$ cat src/rtl/xood_op_sequencer.sv
// xood_op_sequencer: steps a permutation core through
// INIT -> NONCE -> ASSOC* -> [RATCHET] -> CRYPT* -> SQUEEZE -> DONE
// with one launch pulse per op and a stall watchdog.
// Optional feature macro: XOOD_SEQ_RATCHET_EN (adds the RATCHET op after assoc).
module xood_op_sequencer (
  input  logic       eph1,
  input  logic       reset,
  input  logic       cmd_valid,
  output logic       cmd_ready,
  input  logic       cmd_decrypt,
  input  logic [3:0] cmd_ad_blocks,
  input  logic [3:0] cmd_txt_blocks,
  input  logic       cmd_ratchet,
  input  logic       abort,
  output logic [5:0] core_opmode,
  output logic       core_start,
  input  logic       core_finished,
  output logic [3:0] blk_idx,
  output logic       busy,
  output logic       done,
  output logic       err
);

  localparam int unsigned CNT_W = 4;
  localparam int unsigned WD_W  = 8;

  localparam logic [WD_W-1:0] WD_TRIP = WD_W'(254);

  localparam logic [3:0] OP_INIT    = 4'h1;
  localparam logic [3:0] OP_NONCE   = 4'h2;
  localparam logic [3:0] OP_ASSOC   = 4'h3;
  localparam logic [3:0] OP_CRYPT   = 4'h4;
  localparam logic [3:0] OP_DECRYPT = 4'h5;
  localparam logic [3:0] OP_SQUEEZE = 4'h6;
`ifdef XOOD_SEQ_RATCHET_EN
  localparam logic [3:0] OP_RATCHET = 4'h7;
`endif

  typedef enum logic [3:0] {
    IDLE, INIT, NONCE, ASSOC, RATCHET, CRYPT, SQUEEZE, DONE, ERR
  } state_t;

  state_t           state;
  logic [CNT_W-1:0] ad_last;
  logic [CNT_W-1:0] txt_last;
  logic             decrypt_q;
  logic [WD_W-1:0]  wd;
`ifdef XOOD_SEQ_RATCHET_EN
  logic             ratchet_q;
`else
  logic             unused_ratchet;
  assign unused_ratchet = cmd_ratchet;
`endif

  // Completion only counts outside a launch cycle.
  logic             fin_c;
  logic [CNT_W-1:0] next_blk_c;
  logic [3:0]       crypt_op_c;
  assign fin_c      = core_finished & ~core_start;
  assign next_blk_c = blk_idx + CNT_W'(1);
  assign crypt_op_c = decrypt_q ? OP_DECRYPT : OP_CRYPT;

  function automatic logic [5:0] opm(input logic last, input logic [3:0] op);
    return {1'b1, last, op};
  endfunction

  // Sequencer FSM with registered core command and status outputs.
  always_ff @(posedge eph1) begin
    if (reset) begin
      state       <= IDLE;
      cmd_ready   <= 1'b1;
      core_opmode <= 6'h00;
      core_start  <= 1'b0;
      blk_idx     <= '0;
      busy        <= 1'b0;
      done        <= 1'b0;
      err         <= 1'b0;
      wd          <= '0;
      ad_last     <= '0;
      txt_last    <= '0;
      decrypt_q   <= 1'b0;
`ifdef XOOD_SEQ_RATCHET_EN
      ratchet_q   <= 1'b0;
`endif
    end else begin
      core_start <= 1'b0;
      done       <= 1'b0;
      if (abort) begin
        state       <= IDLE;
        cmd_ready   <= 1'b1;
        core_opmode <= 6'h00;
        blk_idx     <= '0;
        busy        <= 1'b0;
        err         <= 1'b0;
        wd          <= '0;
      end else begin
        case (state)
          IDLE: begin
            if (cmd_valid) begin
              state       <= INIT;
              cmd_ready   <= 1'b0;
              busy        <= 1'b1;
              core_opmode <= opm(1'b0, OP_INIT);
              core_start  <= 1'b1;
              wd          <= '0;
              ad_last     <= (cmd_ad_blocks == '0) ? '0 : cmd_ad_blocks - CNT_W'(1);
              txt_last    <= (cmd_txt_blocks == '0) ? '0 : cmd_txt_blocks - CNT_W'(1);
              decrypt_q   <= cmd_decrypt;
`ifdef XOOD_SEQ_RATCHET_EN
              ratchet_q   <= cmd_ratchet;
`endif
            end
          end
          INIT, NONCE, ASSOC, RATCHET, CRYPT, SQUEEZE: begin
            if (fin_c) begin
              wd         <= '0;
              core_start <= 1'b1;
              case (state)
                INIT: begin
                  state       <= NONCE;
                  core_opmode <= opm(1'b0, OP_NONCE);
                end
                NONCE: begin
                  state       <= ASSOC;
                  blk_idx     <= '0;
                  core_opmode <= opm(ad_last == '0, OP_ASSOC);
                end
                ASSOC: begin
                  blk_idx <= '0;
                  if (blk_idx != ad_last) begin
                    blk_idx     <= next_blk_c;
                    core_opmode <= opm(next_blk_c == ad_last, OP_ASSOC);
                  end
`ifdef XOOD_SEQ_RATCHET_EN
                  else if (ratchet_q) begin
                    state       <= RATCHET;
                    core_opmode <= opm(1'b0, OP_RATCHET);
                  end
`endif
                  else begin
                    state       <= CRYPT;
                    core_opmode <= opm(txt_last == '0, crypt_op_c);
                  end
                end
`ifdef XOOD_SEQ_RATCHET_EN
                RATCHET: begin
                  state       <= CRYPT;
                  blk_idx     <= '0;
                  core_opmode <= opm(txt_last == '0, crypt_op_c);
                end
`endif
                CRYPT: begin
                  if (blk_idx != txt_last) begin
                    blk_idx     <= next_blk_c;
                    core_opmode <= opm(next_blk_c == txt_last, crypt_op_c);
                  end else begin
                    state       <= SQUEEZE;
                    blk_idx     <= '0;
                    core_opmode <= opm(1'b1, OP_SQUEEZE);
                  end
                end
                SQUEEZE: begin
                  state       <= DONE;
                  core_start  <= 1'b0;
                  core_opmode <= 6'h00;
                  blk_idx     <= '0;
                  done        <= 1'b1;
                end
                default: begin
                  state       <= IDLE;
                  core_start  <= 1'b0;
                  core_opmode <= 6'h00;
                  blk_idx     <= '0;
                  busy        <= 1'b0;
                  cmd_ready   <= 1'b1;
                end
              endcase
            end else if (!core_start && wd == WD_TRIP) begin
              state       <= ERR;
              err         <= 1'b1;
              core_opmode <= 6'h00;
              blk_idx     <= '0;
              wd          <= wd + WD_W'(1);
            end else begin
              wd <= wd + WD_W'(1);
            end
          end
          DONE: begin
            state     <= IDLE;
            busy      <= 1'b0;
            cmd_ready <= 1'b1;
          end
          ERR: begin
            state <= ERR;
          end
          default: begin
            state       <= IDLE;
            cmd_ready   <= 1'b1;
            core_opmode <= 6'h00;
            blk_idx     <= '0;
            busy        <= 1'b0;
          end
        endcase
      end
    end
  end

endmodule
$ cat config.mk
export PLATFORM = sky130hd
export DESIGN_NAME = xood_op_sequencer
export DESIGN_NICKNAME = d
export VERILOG_FILES = /design/src/rtl/xood_op_sequencer.sv
export SDC_FILE = /design/constraint.sdc
export NUM_CORES = 1
export LEC_CHECK = 0
export BUFFER_PORTS_ARGS = -buffer_cell sky130_fd_sc_hd__buf_2
export CAP_MARGIN = 30
export CORE_ASPECT_RATIO = 2
export CORE_UTILIZATION = 45
export CTS_BUF_LIST = sky130_fd_sc_hd__clkbuf_4 sky130_fd_sc_hd__clkbuf_8 sky130_fd_sc_hd__clkbuf_16
export DETAILED_ROUTE_END_ITERATION = 10
export PLACE_DENSITY = 0.65
export SYNTH_ARGS = -nofsm -noshare
export SYNTH_HDL_FRONTEND = slang
export SYNTH_SLANG_ARGS = --single-unit
$ cat constraint.sdc
create_clock -name eph1 -period 1.9 [get_ports eph1]
set_input_delay 0.095 -clock eph1 [delete_from_list [all_inputs] [get_ports eph1]]
set_output_delay 0.095 -clock eph1 [all_outputs]
set_load 0.01 [all_outputs]
==> metrics list <==
* Die width: 49.87 um
- Once detail routing completed, the nets flagged for antenna violations numbered 0.
* Pre-Repair DR Iteration Count: 4
- In this run, post-CTS hold repair placed 0 buffers.
- Lkg Pwr: 0.001054 uW
* Clock Skews: 0.005910 ns
* Vias in the first global route: 2109
- The mapped netlist covers 0.002062 mm^2.
- Most frequent standard cell in the layout excluding fill and tap cells: sky130_fd_sc_hd__buf_4
* Worst-path maximum fanout: 8
- Result of the run: completed
* Worst slack after detailed placement: -0.02451 ns
- Crit path kind: flop to flop
* Post-route non-filler standard cell count: 362
- 0 antenna diodes ended up in the layout.
- The number of antenna violations at the first check in global routing came to 0.
- Placed cell areas: 0.002492 mm^2
* F_max: 551.5 MHz
* Startpoint kind of the worst setup timing path: flop
* Count of filler cells inserted in the layout: 412
- Counting every sink on the clock net gives 35.
- The congestion estimate from routability-driven global placement came to 0.9532.
- Fin worst setup slack: 0.08681 ns
* Max VDD drop: 0.0005021 V
- The number of failing hold endpoints at the final stage came to 0.
- Average size of a mapped cell: 8.451 um^2
- The floorplan has 34 rows.
- Yosys mapped a number of flops with a built-in enable equal to 0.
- Including well taps, the total number of placed cells is 352.
- Setup repair after global routing could not meet its margin everywhere.
* CTS tree: built
* Clock latency at the later pin of the worst-skew pair: 0.29 ns
- Cts bufs inserted: 5
- In the routed layout, each cell is associated on average with a via count of 5.754.
- The die covers 0.004873 mm^2.
* Most used cells in the layout excluding fill and tap cells: sky130_fd_sc_hd__buf_4 (42), sky130_fd_sc_hd__dfxtp_1 (29), sky130_fd_sc_hd__nor2_1 (27), sky130_fd_sc_hd__buf_2 (27), sky130_fd_sc_hd__a21oi_1 (19)
- Compared with the post-synthesis result, the final layout area differs by 28.40%.
- Post-layout min period: 1.813 ns
- At the end of the flow, the number of nets in the layout was 325.
* Number of different library cells in the post-synthesis netlist: 56
- Count of final setup violators: 0
* Share of Yosys cell area claimed by the top area cell type: 0.3398
* Endpoint kind of the worst setup timing path: flop
- Final Routed Wirelength: 5733 um
- Of all flip-flops after synthesis, the portion carrying an async set or reset was 0.
- Critical path data arrival time: 2.01 ns
* Pin count of the biggest net entering global routing: 14
- During placement, the flow inserted port buffers numbering 27.
* Sequential element share of the synthesized area: 0.3398
* GRT Total Usage: 0.2535
* Initial core utilization: 0.4706
- Portion of the clock cycle consumed by the worst path in the final layout: 0.9543
* Library cell with the largest summed area after synthesis: sky130_fd_sc_hd__dfxtp_1
- The design draws 1658 uW.
- With fillers left out, the area of the finished cells amounts to 0.002648 mm^2.
- The tool flagged a number of max-cap violations equal to 0.
* Data required time of the worst path: 2.10 ns
- The worst hold path belongs to the class input port to flop.
* Rel. slew slack: 0.6625
* Number of H-tree levels: 2
* Worst-margin pin slew: 0.5063 ns
- In this run the power density over the cells is 626.3 mW/mm^2.
- Die Ht: 97.73 um
* Area of the core: 0.004382 mm^2
* Number of pins with negative max-slew slack in the final report: 0
* Synthesized netlist net count: 262
- Main flop type after synthesis: sky130_fd_sc_hd__dfxtp_1
- In the routed design, unresolved DRC markers number 0.
- Clock-pin slew of the registers on the worst-case setup and hold paths: 0.07 ns
- Yosys printed 0 warnings.
* Root buffer cell: sky130_fd_sc_hd__clkbuf_8
- Global-route congestion overflow total: 0
* Detailed router's first-iteration violation count: 55
* Total Neg Setup Slack: 0 ns
* Global-route wire length before repair: 9363 um
- Of the cells placed in the final design, the portion with a size suffix greater than 1 is 0.3182.
- Total I/O pin count: 30
- Cells after synthesis: 244
- After detailed routing, the average wire length per cell comes to 15.84 um.
- Detailed placement ended at an HPWL of 4498 um.
- Via Count: 2083
* Bufs on Longest Clock Path: 2
* Main area contributors after synthesis: sky130_fd_sc_hd__dfxtp_1 (34%), sky130_fd_sc_hd__xnor2_1 (5.5%), sky130_fd_sc_hd__nor2_1 (4.9%)
- In this run, synthesis produced a sequential element count of 35.
synthesized netlist by cell type, types with 5 or more instances:
library cell / count
sky130_fd_sc_hd__dfxtp_1: 35
sky130_fd_sc_hd__clkbuf_1: 5
sky130_fd_sc_hd__nand2_1: 17
sky130_fd_sc_hd__nor2_1: 27
sky130_fd_sc_hd__inv_1: 5
sky130_fd_sc_hd__nand4_1: 6
sky130_fd_sc_hd__xnor2_1: 13
sky130_fd_sc_hd__o21ai_0: 10
sky130_fd_sc_hd__nor3_1: 9
sky130_fd_sc_hd__nand2b_1: 7
sky130_fd_sc_hd__xor2_1: 7
sky130_fd_sc_hd__a21oi_1: 19
cell families after synthesis:
logic type                 Yosys count  synth area share
and+or+nand+nor                    104            0.2791
AOI/OAI and AO/OA                   58            0.1948
DFF                                 35            0.3398
xor gates and xnor gates            22            0.1068
buffers and inverters               18           0.04430
adders and majority gates            3           0.01821
muxes                                3           0.01517
other                                1          0.001819
stage by stage:
stage | utilization | hold WS [ns]
final | 0.6042 | 0.03608
after global routing | 0.6042 | 0.05942
after CTS | 0.5974 | 0.03523
after detailed placement | 0.5688 | 0.3465
after global placement | 0.5688 | 0.3415
after floorplan | - | 0.2310
worst max-delay path, stage by stage, from the launching register on:
cell,delay (ns)
sky130_fd_sc_hd__dfxtp_2,0.37
sky130_fd_sc_hd__and3_1,0.20
sky130_fd_sc_hd__or4_4,0.52
sky130_fd_sc_hd__nor2_4,0.16
sky130_fd_sc_hd__nor3_1,0.07
sky130_fd_sc_hd__buf_4,0.15
sky130_fd_sc_hd__a311oi_1,0.24
flip-flops by register name, indices dropped and copies added, names as in the netlist:
| signal | count |
|---|---|
| wd | 8 |
| core_opmode | 5 |
| ad_last | 4 |
| blk_idx | 4 |
| state | 4 |
| txt_last | 4 |
| busy | 1 |
| cmd_ready | 1 |
| core_start | 1 |
| decrypt_q | 1 |
| done | 1 |
| err | 1 |
final cells by class:
type                    instances  area [um^2]  area share
well taps                      54        67.56     0.02552
repair buffers                 69        450.4      0.1701
inverters                       5        18.77    0.007089
flip-flops and latches         35        708.2      0.2675
clock buffers                   8        103.9     0.03923
multi-input cells             191         1299      0.4905
power by group:
group / internal (uW) / switching (uW) / leakage [uW]
Clock: 345 / 267 / 0.0000549
Sequential: 754 / 19.9 / 0.000287
Combinational: 132 / 140 / 0.000712
Total: 1230 / 427 / 0.00105
final timing paths:
check / startpoint / to / slack (ns) / depth (start not counted)
setup / recovery: state[2] / blk_idx[2] / 0.09 / 6
hold / removal: cmd_decrypt / decrypt_q / 0.04 / 3
setup reg to reg: state[2] / blk_idx[2] / 0.09 / 6
hold reg to reg: core_opmode[1] / core_opmode[1] / 0.46 / 2
metal layers:
metal | vias up | track usage | wire length (um)
met2 | 50 | 0.5146 | 3431
met3 | 17 | 0.03738 | 145
met4 | 0 | 0.1495 | 238
met1 | 994 | 0.2124 | 1917
met5 | - | 0 | 0
li1 | 1022 | - | -
repair_timing:
action                                  CTS  global route
resized for setup                         3             7
pin swaps                                 0             2
gates cloned                              0             0
setup buffers                             0             2
endpoints found under the setup margin    1            12
Power figures use the tool's default switching activity.
